## src/rtl/bcd_to_bin_seq.sv

```systemverilog
// Sequential packed-BCD to binary converter.
// Reverse double-dabble, one bit per clock.
module bcd_to_bin_seq #(
  parameter int NDIGITS = 4,
  parameter int BIN_W   = 14
) (
  input  logic                   clk,
  input  logic                   rst,
  input  logic                   start,
  input  logic [4*NDIGITS-1:0]   bcd_in,
  output logic                   busy,
  output logic                   done,
  output logic                   err,
  output logic [BIN_W-1:0]       bin_out
);

  localparam int W  = 4 * NDIGITS;
  localparam int CW = $clog2(W);

  typedef enum logic [1:0] {
    S_IDLE,
    S_SHIFT,
    S_DONE
  } state_t;

  state_t         state;
  logic [2*W-1:0] sreg;
  logic [2*W-1:0] shifted;
  logic [2*W-1:0] corr;
  logic [CW-1:0]  cnt;
  logic           bad;

  // Flag any input digit above 9
  always_comb begin
    bad = 1'b0;
    for (int i = 0; i < NDIGITS; i++) begin
      if (bcd_in[4*i +: 4] > 4'd9) bad = 1'b1;
    end
  end

  // One shift step: move right, then pull each digit >= 8 down by 3
  always_comb begin
    shifted = sreg >> 1;
    corr    = shifted;
    for (int i = 0; i < NDIGITS; i++) begin
      if (shifted[W+4*i +: 4] >= 4'd8) begin
        corr[W+4*i +: 4] = shifted[W+4*i +: 4] - 4'd3;
      end
    end
  end

  // Control FSM with registered status and result
  always_ff @(posedge clk or posedge rst) begin
    if (rst) begin
      state   <= S_IDLE;
      sreg    <= '0;
      cnt     <= '0;
      busy    <= 1'b0;
      done    <= 1'b0;
      err     <= 1'b0;
      bin_out <= '0;
    end else begin
      unique case (state)
        S_IDLE: begin
          if (start) begin
            if (bad) begin
              state   <= S_DONE;
              done    <= 1'b1;
              err     <= 1'b1;
              bin_out <= '0;
            end else begin
              sreg  <= {bcd_in, {W{1'b0}}};
              cnt   <= '0;
              busy  <= 1'b1;
              state <= S_SHIFT;
            end
          end
        end
        S_SHIFT: begin
          sreg <= corr;
          cnt  <= cnt + 1'b1;
          if (cnt == CW'(W - 1)) begin
            bin_out <= corr[BIN_W-1:0];
            err     <= 1'b0;
            busy    <= 1'b0;
            done    <= 1'b1;
            state   <= S_DONE;
          end
        end
        S_DONE: begin
          done  <= 1'b0;
          state <= S_IDLE;
        end
        default: begin
          busy  <= 1'b0;
          done  <= 1'b0;
          state <= S_IDLE;
        end
      endcase
    end
  end

endmodule

```

## config.mk

```make
export PLATFORM = sky130hd
export DESIGN_NAME = bcd_to_bin_seq
export DESIGN_NICKNAME = d
export VERILOG_FILES = /design/src/rtl/bcd_to_bin_seq.sv
export SDC_FILE = /design/constraint.sdc
export NUM_CORES = 1
export LEC_CHECK = 0
export ABC_AREA = 1
export CAP_MARGIN = 20
export CORE_UTILIZATION = 65
export CTS_CLUSTER_SIZE = 25
export DETAILED_ROUTE_END_ITERATION = 8
export DONT_BUFFER_PORTS = 1
export PLACE_DENSITY = 0.81
export SLEW_MARGIN = 15
export SYNTH_ARGS = -nofsm -noshare
export SYNTH_HDL_FRONTEND = slang
export SYNTH_SLANG_ARGS = --single-unit
```

## constraint.sdc

```tcl
create_clock -name clk -period 4 [get_ports clk]
set_input_delay 0.8 -clock clk [delete_from_list [all_inputs] [get_ports clk]]
set_output_delay 0.8 -clock clk [all_outputs]
set_load 0.01 [all_outputs]
```

==> flow_summary.toml, run 1 <==
[timing]
hold_viol = 0
timing.final.crit_share_pct = 55.2
period_needed_ns = 2.21
skew_ns = 0.00749
rsz0062_at_grt = "no"
fmax_mhz = 453
drv_slew = 0
setup_ws_ns = 1.79
worstMarginPinSlew_ns = 0.898
tns_ns = 0
setup_viol = 0
max_slew_margin_pct = 40.1

[placement]
place_hpwl_mm = 3.66
gp_congestion = 0.793
dp_slack_ns = 1.66
port_buffers = 0

[detailed_routing]
drt-vias-per-instance = 5.35
ant_nets = 0
routedWlPerCell_um = 13.0
drt-initial-drc-count = 126
drc = 0
routed_wl_mm = 5.33
drtPass1Iterations = 4
vias = 2189

[floorplan]
start_util_pct = 68.1
fp.dieH_um = 66.8
dieArea_mm2 = 0.00446
pin_count = 36
coreArea_mm2 = 0.00400
row_count = 23
die_w_um = 66.8

[global_route]
grt_overflow = 0
grtUsageTotal_pct = 27.2
grt_max_degree = 55
grt_pass1_vias = 2141
grt_pass1_wl_mm = 8.93
antenna_found_initial = 0

[setup_path]
max_stage_delay_ns = 0.66
worstPathRequired_ns = 4.20
cpMostUsedCell = "nand2_1"
path_depth = 7
critPathBufInv = 2
arrival_ns = 2.41
reg2reg_depth = 7
startpoint = "state[1]"
start_kind = "register"
worst_setup_path_end_kind = "register"
slowest_stage = "nor2_2"
path_cells = "nor2_2 -> buf_4 -> inv_1 -> nand2_1 -> o21ai_0 -> nand3_1 -> nand2_1"
worstReg2RegStart = "state[1]"
path_class = "register to register"
crit_fanout = 21
cp_top_family = "simple AND/OR/NAND/NOR gates"

[power_and_ir_drop]
p_seq_share_pct = 49.5
clock_power_share_pct = 16.6
internal_power_mw = 1.03
power.density_mw_per_mm2 = 633
ir_drop_mv = 0.388
p_sw_share_pct = 42.1
leakagePower_nw = 1.69
switchingPower_mw = 0.747
comb_power_share_pct = 33.8

[synthesis]
synth_fp_nets = 390
syn_inst = 364
synth_warnings = 0
yosysSeqAreaShare_pct = 49.6
syn_area_mm2 = 0.00273
synth_cell_types = 20
avgSynthCellArea_um2 = 7.49
ys_ff_latch = 54

[clocking]
root_buffer = "clkbuf_8"
clk_pin_slew_worst_paths_ns = 0.09
cts_buffer_depth = 2
cts.repair.resized = 0
cts_tree = "done"
numCtsBuffers = 5
hold_buffers = 0
post-cts-setup-buffer-count = 0
clock-sinks = 54
clock_latency_ns = 0.31
h-tree-depth = 2

[finish]
nFillCells = 327
final_cell_mix = "nand2_1, dfrtp_1, nand3_1, inv_1, nor2_1"
fin_nets = 385
register_area_mm2 = 0.00135
syn_to_final_growth_pct = 2.98
layout_commonest_cell = "nand2_1"
multi_input_area_mm2 = 0.00118
diodes = 0
layout-drive-gt1-share_pct = 6.13

[min_path]
holdPathStages = 2
worstHoldStart = "sreg[13]"
hp-class = "register to register"

[status]
status = "complete, no violations"

[run]
cap_violations = 0
power groups by stage:
| stage | sequential (mW) | combinational [mW] | clock (mW) |
|---|---|---|---|
| finish | 0.879 | 0.601 | 0.295 |
| global route | 0.902 | 0.698 | 0.323 |
| CTS | 0.878 | 0.604 | 0.302 |
| detailed placement | 0.886 | 0.602 | 0 |
| global placement | 0.881 | 0.577 | 0 |
| floorplan | 0.850 | 0.521 | 0 |
per-layer routing:
layer	global-route usage (%)	vias to the layer above	share of wire (%)
met1	32.8	1028	47
met3	6.68	5	4.5
met5	0	-	0
met4	8.78	0	1.2
li1	-	1113	-
met2	47.1	43	48
worst paths after layout:
check                              end  slack, ns
setup / recovery              sreg[17]       1.79
hold / removal                sreg[13]       0.48
setup reg to reg              sreg[17]       1.79
hold reg to reg               sreg[13]       0.48
max in group asynchronous     sreg[23]       2.95
min in group asynchronous  bin_out[12]       0.53
state kept, by name, summed over array words and instances, names as in the netlist:
register  count
bin_out      14
busy          1
cnt           4
done          1
err           1
sreg         31
state         2
synthesized netlist by cell type:
| cell | number | area (um^2) |
|---|---|---|
| a21oi_1 | 4 | 20.0 |
| a21oi_2 | 1 | 8.76 |
| buf_2 | 8 | 40.0 |
| buf_4 | 2 | 15.0 |
| buf_6 | 1 | 11.3 |
| clkbuf_1 | 2 | 7.51 |
| dfrtp_1 | 54 | 1350 |
| ha_1 | 7 | 87.6 |
| inv_1 | 32 | 120 |
| nand2_1 | 168 | 631 |
| nand2_2 | 4 | 25.0 |
| nand3_1 | 40 | 200 |
| nand4_1 | 1 | 6.26 |
| nor2_1 | 16 | 60.1 |
| nor2_2 | 4 | 25.0 |
| o21ai_0 | 9 | 45.0 |
| o21ai_1 | 1 | 5.00 |
| o21bai_1 | 3 | 22.5 |
| o22ai_1 | 3 | 18.8 |
| or2_2 | 4 | 25.0 |
cell families after synthesis:
family | count (synthesis) | share of synthesized area, %
compound gates | 21 | 4.41
flops | 54 | 49.6
buf+inv | 45 | 7.12
fa+ha+maj | 7 | 3.21
simple gates | 237 | 35.7
final cells by class:
class | instances | share of cell area, %
clock buffers | 5 | 2.45
inverters | 32 | 4.32
flip-flops and latches | 54 | 48.1
well taps | 50 | 2.23
multi-input cells | 265 | 42.0
repair buffers | 1 | 0.267
clock inverters | 2 | 0.535
tightest hold or removal path, cell delays in order (launching register included):
cell     delay (ns)
dfrtp_1        0.36
nand2_1        0.05
nand2_1        0.04
metrics by stage:
| step | util [%] | area [um^2] | cells | hold slack [ns] | power, mW |
|---|---|---|---|---|---|
| 2_1_floorplan | - | 2730 | 364 | 0.442 | 1.37 |
| 3_3_place_gp | 68.0 | 2720 | 402 | 0.453 | 1.46 |
| 3_5_place_dp | 68.0 | 2720 | 402 | 0.463 | 1.49 |
| 4_1_cts | 70.1 | 2810 | 409 | 0.485 | 1.78 |
| 5_1_grt | 70.2 | 2810 | 409 | 0.502 | 1.92 |
| 6_report | 70.2 | 2810 | 409 | 0.481 | 1.78 |
Power figures use the tool's default switching activity.
==> run 2: changes to the inputs <==
--- a/config.mk
+++ b/config.mk
@@ -7,11 +7,11 @@
 export LEC_CHECK = 0
 export ABC_AREA = 1
 export CAP_MARGIN = 20
-export CORE_UTILIZATION = 65
+export CORE_UTILIZATION = 57
 export CTS_CLUSTER_SIZE = 25
 export DETAILED_ROUTE_END_ITERATION = 8
 export DONT_BUFFER_PORTS = 1
-export PLACE_DENSITY = 0.81
+export PLACE_DENSITY = 0.75
 export SLEW_MARGIN = 15
 export SYNTH_ARGS = -nofsm -noshare
 export SYNTH_HDL_FRONTEND = slang
==> constraint.sdc (replaced) <==
create_clock -name clk -period 1.92 [get_ports clk]
set_input_delay 0.384 -clock clk [delete_from_list [all_inputs] [get_ports clk]]
set_output_delay 0.384 -clock clk [all_outputs]
set_load 0.01 [all_outputs]
==> run 2 against run 1 <==
Fmax up 40%. Hold slack worse by 0.47 ns. Cell area up 3.3%. The flow now finishes with violations (design-rule violations). Largest cell class unchanged.
==> flow_summary.toml, run 2 (same netlist as run 1, synthesis figures left out) <==
[timing]
drv_slew = 0
period_needed_ns = 1.58
worstMarginPinSlew_ns = 0.580
setup_viol = 0
rsz0062_at_grt = "no"
timing.final.crit_share_pct = 82.3
tns_ns = 0
skew_ns = 0.00605
max_slew_margin_pct = 61.3
fmax_mhz = 632
hold_viol = 0

[detailed_routing]
vias = 2216
drtPass1Iterations = 6
dr.max_layer_used = "met4"
routedWlPerCell_um = 12.8
drt-initial-drc-count = 164
drt-vias-per-instance = 5.26
ant_nets = 0
routed_wl_mm = 5.40
wl_met3_um = 248
drt-met1-wl_mm = 2.71
drc = 2
routed-wl-met2_mm = 2.38

[clocking]
h-tree-depth = 2
post-cts-setup-buffer-count = 0
clk_pin_slew_worst_paths_ns = 0.09
numCtsBuffers = 5
root_buffer = "clkbuf_8"
cts.repair.resized = 0
cts_tree = "done"
cts_buffer_depth = 2
clock_latency_ns = 0.30
clock-sinks = 54
hold_buffers = 0

[floorplan]
coreArea_mm2 = 0.00447
fp.dieH_um = 71.1
die_w_um = 71.1
dieArea_mm2 = 0.00506
pin_count = 36
start_util_pct = 60.9
row_count = 24

[placement]
port_buffers = 0
placed_area_mm2 = 0.00282
place_hpwl_mm = 3.90
gp_congestion = 0.848

[finish]
largestRegisters = "sreg: 31 flops, bin_out: 14 flops, cnt: 4 flops"
finalInstanceArea_mm2 = 0.00290
fin_nets = 395
nFillCells = 391
layout_commonest_cell = "nand2_1"
largest_reg_flops = 31
final_core_util_pct = 64.8
layout-drive-gt1-share_pct = 8.13
syn_to_final_growth_pct = 6.43
register_area_mm2 = 0.00135
diodes = 0
multi_input_area_mm2 = 0.00118
regMostFlops = "sreg"
final_cell_mix = "nand2_1, dfrtp_1, nand3_1, inv_1, nor2_1"

[setup_path]
cp_top_family = "simple AND/OR/NAND/NOR gates"
cpMostUsedCell = "nand2_1"
max_stage_delay_ns = 0.47
reg2reg_depth = 7
critPathBufInv = 2
slowest_stage = "dfrtp_1"
start_kind = "register"
path_depth = 7
arrival_ns = 1.78
worstPathRequired_ns = 2.12
crit_fanout = 13
path_cells = "nor2_2 -> buf_4 -> inv_1 -> nand2_1 -> o21ai_0 -> nand3_1 -> nand2_1"
worst_setup_path_end_kind = "register"
path_class = "register to register"

[power_and_ir_drop]
clock_power_share_pct = 15.8
internal_power_mw = 2.24
power.density_mw_per_mm2 = 1300
p_sw_share_pct = 40.9
leakagePower_nw = 1.75
switchingPower_mw = 1.54
p_seq_share_pct = 48.6
comb_power_share_pct = 35.7
ir_drop_mv = 0.630

[global_route]
grtUsageTotal_pct = 24.5
grt_pass1_wl_mm = 9.80
grt_pass1_vias = 2250
grt_overflow = 0
antenna_found_initial = 0
grt_max_degree = 28

[min_path]
hp-class = "input pin to async pin"

[status]
violations = "design-rule violations"
status = "complete, but fails checks"

[run]
cap_violations = 0
==> run 2: cell count changes in the layout (fill, tap and decap cells not counted), sizes merged <==
cell,before,now
clkinv,1,0
buf,1,11
inv,31,32
clkinvlp,2,0
clkbuf,5,7
==> run 2: final timing paths <==
kind / startpoint / to / slack (ns)
max: state[1] / sreg[17] / 0.34
min: rst / bin_out[12] / 0.01
max reg2reg: state[1] / sreg[17] / 0.34
min reg2reg: sreg[10] / sreg[10] / 0.48
max in group asynchronous: rst / sreg[27] / 1.37
min in group clk: start / sreg[31] / 0.24
==> run 2: stage by stage <==
step / hold slack, ns / setup WS [ns] / cells / power [mW]
2_1_floorplan: 0.442 / 0.221 / 364 / 2.86
3_3_place_gp: 0.355 / 0.375 / 414 / 3.14
3_5_place_dp: 0.362 / 0.354 / 414 / 3.20
4_1_cts: 0.0297 / 0.340 / 421 / 3.80
5_1_grt: 0.0570 / 0.150 / 421 / 4.12
6_report: 0.0122 / 0.339 / 421 / 3.78
==> run 2: final cells by class <==
type,instances,share of cell area [%]
clock buffer,7,2.63
inverter,32,4.14
multi-input combinational,265,40.7
sequential,54,46.6
tap,52,2.24
timing repair buffer,11,3.71
==> run 2: per-layer routing <==
| layer | vias up | global-route usage [%] |
|---|---|---|
| met5 | - | 0 |
| met4 | 0 | 8.67 |
| met3 | 6 | 6.27 |
| met2 | 45 | 38.1 |
| met1 | 1034 | 33.5 |
| li1 | 1131 | - |
==> run 2: power by group through the flow <==
| stage | Combinational, mW | Sequential, mW | Clock [mW] |
|---|---|---|---|
| 6_report | 1.35 | 1.83 | 0.597 |
| 5_1_grt | 1.58 | 1.89 | 0.652 |
| 4_1_cts | 1.36 | 1.83 | 0.613 |
| 3_5_place_dp | 1.35 | 1.85 | 0 |
| 3_3_place_gp | 1.31 | 1.84 | 0 |
| 2_1_floorplan | 1.09 | 1.77 | 0 |
